[config.mk]
export PLATFORM = sky130hd
export DESIGN_NAME = inst_fetch_unit_flat
export DESIGN_NICKNAME = d
export VERILOG_FILES = /design/src/rtl/inst_fetch_unit_if.sv /design/src/rtl/inst_fetch_unit.sv /design/src/flat_wrapper.sv
export SDC_FILE = /design/constraint.sdc
export NUM_CORES = 1
export LEC_CHECK = 0
export CORE_ASPECT_RATIO = 2
export CORE_MARGIN = 2
export CORE_UTILIZATION = 60
export CTS_BUF_LIST = sky130_fd_sc_hd__clkbuf_8
export CTS_CLUSTER_DIAMETER = 200
export DETAILED_ROUTE_END_ITERATION = 10
export GPL_TIMING_DRIVEN = 1
export PLACE_DENSITY_LB_ADDON = 0.15
export SYNTH_ARGS = -nofsm -noshare
export SYNTH_HDL_FRONTEND = slang
export SYNTH_SLANG_ARGS = --single-unit
[constraint.sdc]
create_clock -name in_clk -period 7.3 [get_ports in_clk]
set_input_delay 0.73 -clock in_clk [delete_from_list [all_inputs] [get_ports in_clk]]
set_output_delay 0.73 -clock in_clk [all_outputs]
set_load 0.005 [all_outputs]
[src/rtl/inst_fetch_unit_if.sv]
// Bus bundle of the fetch unit: imem request/response, redirect and decode handshake.
// With FETCH_PERF_CNT_EN defined the bundle also carries the two perf counter outputs.
interface inst_fetch_unit_if #(
    parameter int PC_WIDTH = 64
);
    logic                out_imem_req;
    logic [PC_WIDTH-1:0] out_imem_addr;
    logic                in_imem_ready;
    logic                in_imem_rvalid;
    logic [31:0]         in_imem_rdata;
    logic                in_redirect_valid;
    logic [PC_WIDTH-1:0] in_redirect_pc;
    logic                out_inst_valid;
    logic [31:0]         out_inst;
    logic [PC_WIDTH-1:0] out_inst_pc;
    logic                in_inst_ready;
`ifdef FETCH_PERF_CNT_EN
    logic [31:0]         out_perf_fetched;
    logic [31:0]         out_perf_stall;
`endif

    modport master (
        output out_imem_req, out_imem_addr,
        input  in_imem_ready, in_imem_rvalid, in_imem_rdata,
        input  in_redirect_valid, in_redirect_pc,
        output out_inst_valid, out_inst, out_inst_pc,
        input  in_inst_ready
`ifdef FETCH_PERF_CNT_EN
        , output out_perf_fetched, out_perf_stall
`endif
    );

    modport slave (
        input  out_imem_req, out_imem_addr,
        output in_imem_ready, in_imem_rvalid, in_imem_rdata,
        output in_redirect_valid, in_redirect_pc,
        input  out_inst_valid, out_inst, out_inst_pc,
        output in_inst_ready
`ifdef FETCH_PERF_CNT_EN
        , input out_perf_fetched, out_perf_stall
`endif
    );
endinterface

[src/rtl/inst_fetch_unit.sv]
// Fetch stage: PC, credit-limited imem requests, in-order response FIFO, redirect flush.
// Optional FETCH_PERF_CNT_EN adds saturating fetched/stall counters.
module inst_fetch_unit #(
    parameter int                     PC_WIDTH = 64,
    parameter logic [PC_WIDTH-1:0]    RESET_PC = {PC_WIDTH{1'b0}},
    parameter int                     DEPTH    = 2
) (
    input  logic               in_clk,
    input  logic               in_rst_n,
    inst_fetch_unit_if.master  bus
);
    localparam int PW = $clog2(DEPTH);
    localparam int CW = PW + 1;
    localparam logic [CW-1:0] DEPTH_C = CW'(DEPTH);
    localparam logic [CW-1:0] ZERO_C  = {CW{1'b0}};
    localparam logic [PW-1:0] PONE_C  = {{(PW-1){1'b0}}, 1'b1};
    localparam logic [31:0]   NOP_C   = 32'h0000_0013;

    typedef enum logic [1:0] {
        ST_IDLE  = 2'd0,
        ST_RUN   = 2'd1,
        ST_FLUSH = 2'd2
    } state_e;

    state_e              state_q, state_d;
    logic [PC_WIDTH-1:0] fetch_pc_q, fetch_pc_d;
    logic [PC_WIDTH-1:0] pend_q [DEPTH];
    logic [PC_WIDTH-1:0] pend_d [DEPTH];
    logic [PW-1:0]       pend_rd_q, pend_rd_d, pend_wr_q, pend_wr_d;
    logic [CW-1:0]       outstanding_q, outstanding_d;
    logic [CW-1:0]       drop_cnt_q, drop_cnt_d;
    logic [31:0]         fifo_inst_q [DEPTH];
    logic [31:0]         fifo_inst_d [DEPTH];
    logic [PC_WIDTH-1:0] fifo_pc_q [DEPTH];
    logic [PC_WIDTH-1:0] fifo_pc_d [DEPTH];
    logic [PW-1:0]       fifo_rd_q, fifo_rd_d, fifo_wr_q, fifo_wr_d;
    logic [CW-1:0]       fifo_cnt_q, fifo_cnt_d;

    logic                req_s, accept_s, ret_s, drop_s, pop_s, push_s;
    logic [CW-1:0]       inflight_s;

    // Handshake qualifiers; rvalid outside RUN/FLUSH or with nothing in flight is ignored.
    always_comb begin
        req_s    = (state_q == ST_RUN) && ((outstanding_q + fifo_cnt_q) < DEPTH_C);
        accept_s = req_s && bus.in_imem_ready;
        ret_s    = bus.in_imem_rvalid && (state_q == ST_RUN) && (outstanding_q != ZERO_C);
        drop_s   = bus.in_imem_rvalid && (state_q == ST_FLUSH) && (drop_cnt_q != ZERO_C);
        pop_s    = (fifo_cnt_q != ZERO_C) && bus.in_inst_ready && !bus.in_redirect_valid;
        push_s   = ret_s && !bus.in_redirect_valid;
        inflight_s = outstanding_q + {{(CW-1){1'b0}}, accept_s} - {{(CW-1){1'b0}}, ret_s};
    end

    // Next-state: redirect wins over every other event of the cycle.
    always_comb begin
        state_d       = state_q;
        fetch_pc_d    = fetch_pc_q;
        pend_d        = pend_q;
        pend_rd_d     = pend_rd_q;
        pend_wr_d     = pend_wr_q;
        outstanding_d = outstanding_q;
        drop_cnt_d    = drop_cnt_q;
        fifo_inst_d   = fifo_inst_q;
        fifo_pc_d     = fifo_pc_q;
        fifo_rd_d     = fifo_rd_q;
        fifo_wr_d     = fifo_wr_q;
        fifo_cnt_d    = fifo_cnt_q;

        if (bus.in_redirect_valid) begin
            fetch_pc_d    = bus.in_redirect_pc & {{(PC_WIDTH-2){1'b1}}, 2'b00};
            pend_rd_d     = {PW{1'b0}};
            pend_wr_d     = {PW{1'b0}};
            fifo_rd_d     = {PW{1'b0}};
            fifo_wr_d     = {PW{1'b0}};
            fifo_cnt_d    = ZERO_C;
            outstanding_d = ZERO_C;
            if (state_q == ST_FLUSH) begin
                drop_cnt_d = drop_cnt_q - {{(CW-1){1'b0}}, drop_s};
            end else begin
                drop_cnt_d = inflight_s;
            end
        end else begin
            if (accept_s) begin
                pend_d[pend_wr_q] = fetch_pc_q;
                pend_wr_d         = pend_wr_q + PONE_C;
                fetch_pc_d        = fetch_pc_q + {{(PC_WIDTH-3){1'b0}}, 3'b100};
            end else begin
                pend_wr_d = pend_wr_q;
            end
            if (push_s) begin
                fifo_inst_d[fifo_wr_q] = bus.in_imem_rdata;
                fifo_pc_d[fifo_wr_q]   = pend_q[pend_rd_q];
                fifo_wr_d              = fifo_wr_q + PONE_C;
                pend_rd_d              = pend_rd_q + PONE_C;
            end else begin
                fifo_wr_d = fifo_wr_q;
            end
            if (pop_s) begin
                fifo_rd_d = fifo_rd_q + PONE_C;
            end else begin
                fifo_rd_d = fifo_rd_q;
            end
            fifo_cnt_d    = fifo_cnt_q + {{(CW-1){1'b0}}, push_s} - {{(CW-1){1'b0}}, pop_s};
            outstanding_d = inflight_s;
            drop_cnt_d    = drop_cnt_q - {{(CW-1){1'b0}}, drop_s};
        end

        case (state_q)
            ST_IDLE:  state_d = ST_RUN;
            ST_RUN:   state_d = (bus.in_redirect_valid && (inflight_s != ZERO_C)) ? ST_FLUSH : ST_RUN;
            ST_FLUSH: state_d = (drop_cnt_d == ZERO_C) ? ST_RUN : ST_FLUSH;
            default:  state_d = ST_IDLE;
        endcase
    end

    // State and datapath registers.
    always_ff @(posedge in_clk or negedge in_rst_n) begin
        if (!in_rst_n) begin
            state_q       <= ST_IDLE;
            fetch_pc_q    <= RESET_PC;
            pend_rd_q     <= {PW{1'b0}};
            pend_wr_q     <= {PW{1'b0}};
            outstanding_q <= ZERO_C;
            drop_cnt_q    <= ZERO_C;
            fifo_rd_q     <= {PW{1'b0}};
            fifo_wr_q     <= {PW{1'b0}};
            fifo_cnt_q    <= ZERO_C;
            for (int i = 0; i < DEPTH; i++) begin
                pend_q[i]      <= {PC_WIDTH{1'b0}};
                fifo_inst_q[i] <= 32'h0000_0000;
                fifo_pc_q[i]   <= {PC_WIDTH{1'b0}};
            end
        end else begin
            state_q       <= state_d;
            fetch_pc_q    <= fetch_pc_d;
            pend_rd_q     <= pend_rd_d;
            pend_wr_q     <= pend_wr_d;
            outstanding_q <= outstanding_d;
            drop_cnt_q    <= drop_cnt_d;
            fifo_rd_q     <= fifo_rd_d;
            fifo_wr_q     <= fifo_wr_d;
            fifo_cnt_q    <= fifo_cnt_d;
            pend_q        <= pend_d;
            fifo_inst_q   <= fifo_inst_d;
            fifo_pc_q     <= fifo_pc_d;
        end
    end

    assign bus.out_imem_req   = req_s;
    assign bus.out_imem_addr  = fetch_pc_q;
    assign bus.out_inst_valid = (fifo_cnt_q != ZERO_C);
    assign bus.out_inst       = (fifo_cnt_q != ZERO_C) ? fifo_inst_q[fifo_rd_q] : NOP_C;
    assign bus.out_inst_pc    = (fifo_cnt_q != ZERO_C) ? fifo_pc_q[fifo_rd_q] : {PC_WIDTH{1'b0}};

`ifdef FETCH_PERF_CNT_EN
    logic [31:0] perf_fetched_q, perf_fetched_d;
    logic [31:0] perf_stall_q, perf_stall_d;

    // Saturating counters; a stall is a RUN cycle with nothing to hand to decode.
    always_comb begin
        if (push_s && (perf_fetched_q != 32'hFFFF_FFFF)) begin
            perf_fetched_d = perf_fetched_q + 32'd1;
        end else begin
            perf_fetched_d = perf_fetched_q;
        end
        if ((state_q == ST_RUN) && (fifo_cnt_q == ZERO_C) && (perf_stall_q != 32'hFFFF_FFFF)) begin
            perf_stall_d = perf_stall_q + 32'd1;
        end else begin
            perf_stall_d = perf_stall_q;
        end
    end

    // Perf counter registers.
    always_ff @(posedge in_clk or negedge in_rst_n) begin
        if (!in_rst_n) begin
            perf_fetched_q <= 32'h0000_0000;
            perf_stall_q   <= 32'h0000_0000;
        end else begin
            perf_fetched_q <= perf_fetched_d;
            perf_stall_q   <= perf_stall_d;
        end
    end

    assign bus.out_perf_fetched = perf_fetched_q;
    assign bus.out_perf_stall   = perf_stall_q;
`endif
endmodule
[src/flat_wrapper.sv]
// flat-port wrapper written by rule: the top's interface ports become plain ports
module inst_fetch_unit_flat 
#(
    parameter int                     PC_WIDTH = 64,
    parameter logic [PC_WIDTH-1:0]    RESET_PC = {PC_WIDTH{1'b0}},
    parameter int                     DEPTH    = 2
)
  (in_clk, in_rst_n, bus_out_imem_req, bus_out_imem_addr, bus_in_imem_ready, bus_in_imem_rvalid, bus_in_imem_rdata, bus_in_redirect_valid, bus_in_redirect_pc, bus_out_inst_valid, bus_out_inst, bus_out_inst_pc, bus_in_inst_ready);
  inst_fetch_unit_if #(.PC_WIDTH(PC_WIDTH)) bus_i ();
  input  logic in_clk;
  input  logic in_rst_n;
  output wire logic [$bits(bus_i.out_imem_req)-1:0] bus_out_imem_req;
  output wire logic [$bits(bus_i.out_imem_addr)-1:0] bus_out_imem_addr;
  input wire logic [$bits(bus_i.in_imem_ready)-1:0] bus_in_imem_ready;
  input wire logic [$bits(bus_i.in_imem_rvalid)-1:0] bus_in_imem_rvalid;
  input wire logic [$bits(bus_i.in_imem_rdata)-1:0] bus_in_imem_rdata;
  input wire logic [$bits(bus_i.in_redirect_valid)-1:0] bus_in_redirect_valid;
  input wire logic [$bits(bus_i.in_redirect_pc)-1:0] bus_in_redirect_pc;
  output wire logic [$bits(bus_i.out_inst_valid)-1:0] bus_out_inst_valid;
  output wire logic [$bits(bus_i.out_inst)-1:0] bus_out_inst;
  output wire logic [$bits(bus_i.out_inst_pc)-1:0] bus_out_inst_pc;
  input wire logic [$bits(bus_i.in_inst_ready)-1:0] bus_in_inst_ready;
  assign bus_out_imem_req = bus_i.out_imem_req;
  assign bus_out_imem_addr = bus_i.out_imem_addr;
  assign bus_i.in_imem_ready = bus_in_imem_ready;
  assign bus_i.in_imem_rvalid = bus_in_imem_rvalid;
  assign bus_i.in_imem_rdata = bus_in_imem_rdata;
  assign bus_i.in_redirect_valid = bus_in_redirect_valid;
  assign bus_i.in_redirect_pc = bus_in_redirect_pc;
  assign bus_out_inst_valid = bus_i.out_inst_valid;
  assign bus_out_inst = bus_i.out_inst;
  assign bus_out_inst_pc = bus_i.out_inst_pc;
  assign bus_i.in_inst_ready = bus_in_inst_ready;
  inst_fetch_unit #(.PC_WIDTH(PC_WIDTH), .RESET_PC(RESET_PC), .DEPTH(DEPTH)) u_core (.in_clk(in_clk), .in_rst_n(in_rst_n), .bus(bus_i));
endmodule
Yosys cells after proc, flatten, opt, wreduce, memory -nomap -nowiden

Index checks and enable logic that the tools add are counted.

Logic and storage cells: 101
Bits in registers: 396
Bits in read-only memories: 0
Memories kept: 0
Bits in latches: 0
Memory bits (writable): 0

Reductions and logical operators: 24
Shift-type cells: 0
Add/subtract/negate cells: 11
Magnitude comparators: 7
Bitwise operators: 5
Multiply operators: 0
Multiplexer cells: 37
Eq/ne operators: 2
Div/mod/pow operators: 0

Operators by type and width:

| kind                                                       | number |
|---|---|
| two-way mux 64 bit                                         | 11 |
| bitwise mux 128 bit                                        | 2 |
| two-way mux 32 bit                                         | 5 |
| demux 64 bit (select 1 bit)                                | 2 |
| adder 64 x 3 -> 64 bit, second input constant              | 1 |
| bitwise mux 64 bit                                         | 1 |
| demux 32 bit (select 1 bit)                                | 1 |
| nonzero test 2 bit                                         | 7 |
| logical AND 1 bit                                          | 12 |
| two-way mux 2 bit                                          | 6 |
| >= comparator 2 bit, second input constant                 | 4 |
| two-way mux 1 bit                                          | 8 |
| NOT 1 -> 2 bit                                             | 4 |
| case mux 2 bit (3 select lines)                            | 1 |
| subtractor 2 x 1 -> 2 bit                                  | 3 |
| adder 1 bit, second input constant                         | 4 |
| adder 2 x 1 -> 2 bit                                       | 2 |
| zero test 2 bit                                            | 2 |
| less-than comparator 2 x 1 -> 1 bit, second input constant | 2 |
| AND reduction 2 bit                                        | 2 |
| adder 2 bit                                                | 1 |
| equality test 2 x 1 -> 1 bit, second input constant        | 1 |
| equality test 2 bit, second input constant                 | 1 |
| less-than comparator 2 bit, second input constant          | 1 |
| 2 further kinds                                            | 2 |

Longest topological paths before layout

Word-level depth: 11
Gate-level depth with buffers: 11
Mapped depth without buffers: 11

Least setup slack after synthesis

No wires, ideal clock.

Kind: input to register
Start: input bus_in_redirect_valid
End: register u_core.fifo_cnt_q[0]
Path buffers: 4
Slack: 4.623 ns
Stages on the path: 9
Data arrival time: 2.546 ns
Path through: clkbuf_1 clkbuf_1 buf_1 clkbuf_1 nor2_1 ha_1 inv_1 ha_1 nor2b_1

Word-level cells in the longest chain between the ends: 5
Elaborated cells between the ends (all ways): 6
Those cells by class: add/sub (2); mux (1); reduce/logical (3)

RTL lines:

| element                   | line                                         | RTL |
|---|---|---|
| from (decl)               | flat_wrapper.sv:17                           | `input wire logic [$bits(bus_i.in_redirect_valid)-1:0] bus_in_redirect_valid;` |
| zero test 1 bit           | inst_fetch_unit.sv:48, inst_fetch_unit.sv:49 |  |
| logical AND 1 bit         | inst_fetch_unit.sv:49                        | `push_s = ret_s && !bus.in_redirect_valid;` |
| adder 2 x 1 -> 2 bit      | inst_fetch_unit.sv:102                       | `fifo_cnt_d = fifo_cnt_q + {{(CW-1){1'b0}}, push_s} - {{(CW-1){1'b0}}, pop_s};` |
| subtractor 2 x 1 -> 2 bit | inst_fetch_unit.sv:102                       |  |
| two-way mux 2 bit (*)     | inst_fetch_unit.sv:68                        | `if (bus.in_redirect_valid) begin` |
| via u_core.fifo_cnt_d[0]  | inst_fetch_unit.sv:37                        | `logic [CW-1:0] fifo_cnt_q, fifo_cnt_d;` |
| to (signal assigned)      | inst_fetch_unit.sv:141                       | `fifo_cnt_q <= fifo_cnt_d;` |
| to (decl)                 | inst_fetch_unit.sv:37                        |  |

The timed path passes the listed nets; every way through them passes the cells marked *.
A chain may end at the register's enable or synchronous reset.

Final worst setup path

Start: register u_core.fifo_cnt_q[1]
End: output bus_out_inst[0]

Word-level cells in the longest chain between the ends: 2

RTL lines:

| element            | line                   | RTL |
|---|---|---|
| nonzero test 2 bit | inst_fetch_unit.sv:151 | `assign bus.out_inst = (fifo_cnt_q != ZERO_C) ? fifo_inst_q[fifo_rd_q] : NOP_C;` |
| two-way mux 32 bit | inst_fetch_unit.sv:151 |  |
| to (decl)          | flat_wrapper.sv:20     | `output wire logic [$bits(bus_i.out_inst)-1:0] bus_out_inst;` |

Every way passes these cells.

==> key figures <==
Worst hold path
  • HP Class: input port to asynchronous set/reset pin

Synth
  • Syn Inst Count: 1609
  • FF+latch count, synth: 386
  • Share of synthesized registers carrying an async set or reset: 1.00
  • Post-synth EDFFs: 0
  • Post-synthesis cell type count: 44
  • Mapped cell area: 0.0177 mm²
  • Mapped Avg Cell Area: around 11 µm²
  • Primary FF master, synth: dfrtp_1
  • Register area share after synthesis: 0.544
  • Yosys warnings: 0

Cells and area
  • Final core utilization: 0.736
  • Synth-to-layout area growth: 21.5%
  • Layout cells sized above 1: 0.160
  • Final instance area: 0.0216 mm²
  • Post-layout nets: 1930

Placement
  • Port-buffer cells: 257
  • Detail Placement HPWL: 28600 µm
  • Post-place setup slack: approximately 3.0 ns
  • Final RePlAce weighted congestion: 0.839
  • Post-DP Area: 0.0205 mm²

Clock network
  • TritonCTS buffer count: 52
  • Post-CTS Resized: 0
  • CTS tree: done
  • Clock Path Buffers: 3
  • Root buf cell: clkbuf_8
  • Post-CTS Setup Bufs: 0
  • Worst-skew pair later-pin latency: 0.62 ns
  • H-tree Lvls: 2
  • Clock-pin transition on the worst setup and hold timing paths: roughly 0.060 ns
  • Hold_buf cts: 0
  • Clk sinks: slightly below 400

Routing
  • DR WL/cell: 19.9 µm
  • Vias: 13395
  • Routed wire length: 44300 µm
  • DRC Markers: 0
  • DR pass1 iterations: 7
  • DRT iter0 DRCs: 713
  • Final ANT Viol Nets: 0
  • Vias/cell: 6.03

Power
  • Switching power: 0.00246 W
  • PwrDens: 355 mW/mm²
  • Design Power: 0.00766 W
  • Worst vdd ir: 0.000233 V
  • Pleak: 8.82 nW
  • Clock share of power: 0.218
  • Sw Share: 0.322
  • Logic gate share of total power: 0.311
  • Int Pwr: 0.00519 W
  • Sequential power share: 0.471

Floorplanning
  • Row cnt: 89
  • Die Area: a little over 0.03 mm²
  • Die span in x: 126 µm
  • Die Ht: about 250 µm
  • Core Box Area: just under 0.03 mm²
  • Initial Utilization: 0.606
  • I/O pin cnt: around 260

Timing
  • Final Setup Violations: 0
  • Final Skew: 0.0269 ns
  • Final-report max-slew violation count: 0
  • TNS Setup: 0 ns
  • Final hold violation count: 0
  • Tcrit/Tclk final: 0.583
  • Unrepaired setup endpoints after global routing: no
  • Min Tclk post-route: 4.25 ns
  • Final WS setup: 3.05 ns
  • Slew HR: 0.190
  • Worst-Margin Slew: 1.21 ns
  • Fmax: 0.235 GHz

Status
  • Status: finished, final reports clean

Critical path
  • Setup CP Type: flip-flop to output pin
  • CP Capture Type: output pin
  • Crit path DAT: 3.52 ns
  • Worst-path maximum fanout: 63
  • Startpoint class of the critical path: flip-flop
  • Worst EP required: 6.57 ns

Global routing
  • Met3 usage: 0.0493
  • Grt ovf: 0
  • Busiest grt layer: met2
  • Vias in the first global route: 13881
  • GRT met1 Usage: 0.349
  • Global-route wire length before repair: 70800 µm
  • GRT met2 Usage: 0.488
  • Largest net degree at the start of global routing: 209
  • Initial antenna violation count: 3
  • Gr usage total: 0.283

Job
  • Maxcap violations: 0
-- flip-flops by register name, summed over array words and instances, names as in the netlist --
name and count:
u_core.drop_cnt_q 2, u_core.fifo_inst_q 64, u_core.fifo_rd_q 1, u_core.pend_wr_q 1
u_core.fifo_wr_q 1, u_core.fifo_pc_q 124, u_core.pend_rd_q 1, u_core.outstanding_q 2
u_core.bus.out_imem_addr 62, u_core.state_q 2, u_core.fifo_cnt_q 2, u_core.pend_q 124
-- synth_stat cells, types with 22 or more instances --
cell type	number	area, µm²
nand2_1	55	206
nand3_1	29	145
o21ai_0	32	160
xnor2_1	22	193
dfrtp_1	386	9660
clkbuf_1	80	300
a31oi_1	34	213
or4_1	24	180
a21oi_1	124	621
mux2i_1	159	1590
nor2_1	273	1020
mux2_2	189	2130
-- power by group through the flow --
stage	logic, W	registers [W]	clock network, W
global placement	0.00227	0.00355	0
finish	0.00238	0.00360	0.00167
CTS	0.00240	0.00359	0.00170
floorplan	0.00169	0.00342	0
global route	0.00263	0.00371	0.00178
detailed placement	0.00239	0.00363	0
-- cell usage in the layout (no fill, tap or decap), drive strengths merged, types with 7 or more instances in the layout --
cell and count:
o21ai 32, nor3 9, o31ai 17, a21oi 124, dfrtp 386, xor2 9, xnor2 22, inv 28
clkbuf 70, mux2 189, clkdlybuf4s50 255, or4 25, buf 21, nand4 21, a31oi 34, nor2 273
nand2 55, or3 13, nand3 29, and3 7, nor4 19, mux2i 159
-- critical path, stage by stage (launching register included) --
cell and delay [ns]:
dfrtp_1 0.44, nor2_4 0.74, buf_4 0.78, inv_1 0.26, nand2_1 0.12, clkdlybuf4s50_1 0.55
-- per-stage QoR --
| stage | hold slack, ns | instances |
|---|---|---|
| 2_1_floorplan | 0.434 | 1612 |
| 3_3_place_gp | 0.488 | 2132 |
| 3_5_place_dp | 0.494 | 2132 |
| 4_1_cts | 0.167 | 2221 |
| 5_1_grt | 0.194 | 2223 |
| 6_report | 0.141 | 2223 |
-- layout make-up --
cell class	instances	area, µm²
Clock buffer	70	963
Inverter	15	56.3
Fill cell	2004	7730
Multi-Input combinational cell	1091	7570
Timing Repair Buffer	276	2730
Sequential cell	386	9670
Tap cell	364	455
Clock inverter	19	109
Antenna cell	2	5.00
-- layer usage --
layer / wire length (µm) / vias up
met2: 22600 / 470
met3: 2280 / 124
met5: 13 / -
met1: 17700 / 6701
met4: 1680 / 2
li1: - / 6098
-- worst paths after layout --
check | startpoint | endpoint | slack (ns) | cells past startpoint
min in group in_clk | bus_in_redirect_valid | u_core.fifo_rd_q | 0.38 | 2
worst max register to register | u_core.state_q[1] | u_core.pend_q[14] | 3.54 | 6
worst max-delay path | u_core.fifo_cnt_q[1] | bus_out_inst[0] | 3.05 | 5
worst min-delay path | in_rst_n | u_core.fifo_inst_q[9] | 0.14 | 1
worst min register to register | u_core.pend_q[115] | u_core.pend_q[115] | 0.50 | 1
max in group asynchronous | in_rst_n | u_core.fifo_pc_q[97] | 5.50 | 2
-- kinds of logic after synthesis --
family / synth area share
buf+inv: 0.0313
flops: 0.544
compound gates: 0.0721
other cells: 0.000211
mux: 0.210
fa+ha+maj: 0.00423
xor+xnor: 0.0153
simple gates: 0.123
No activity file was read; power rests on OpenSTA's default activity.
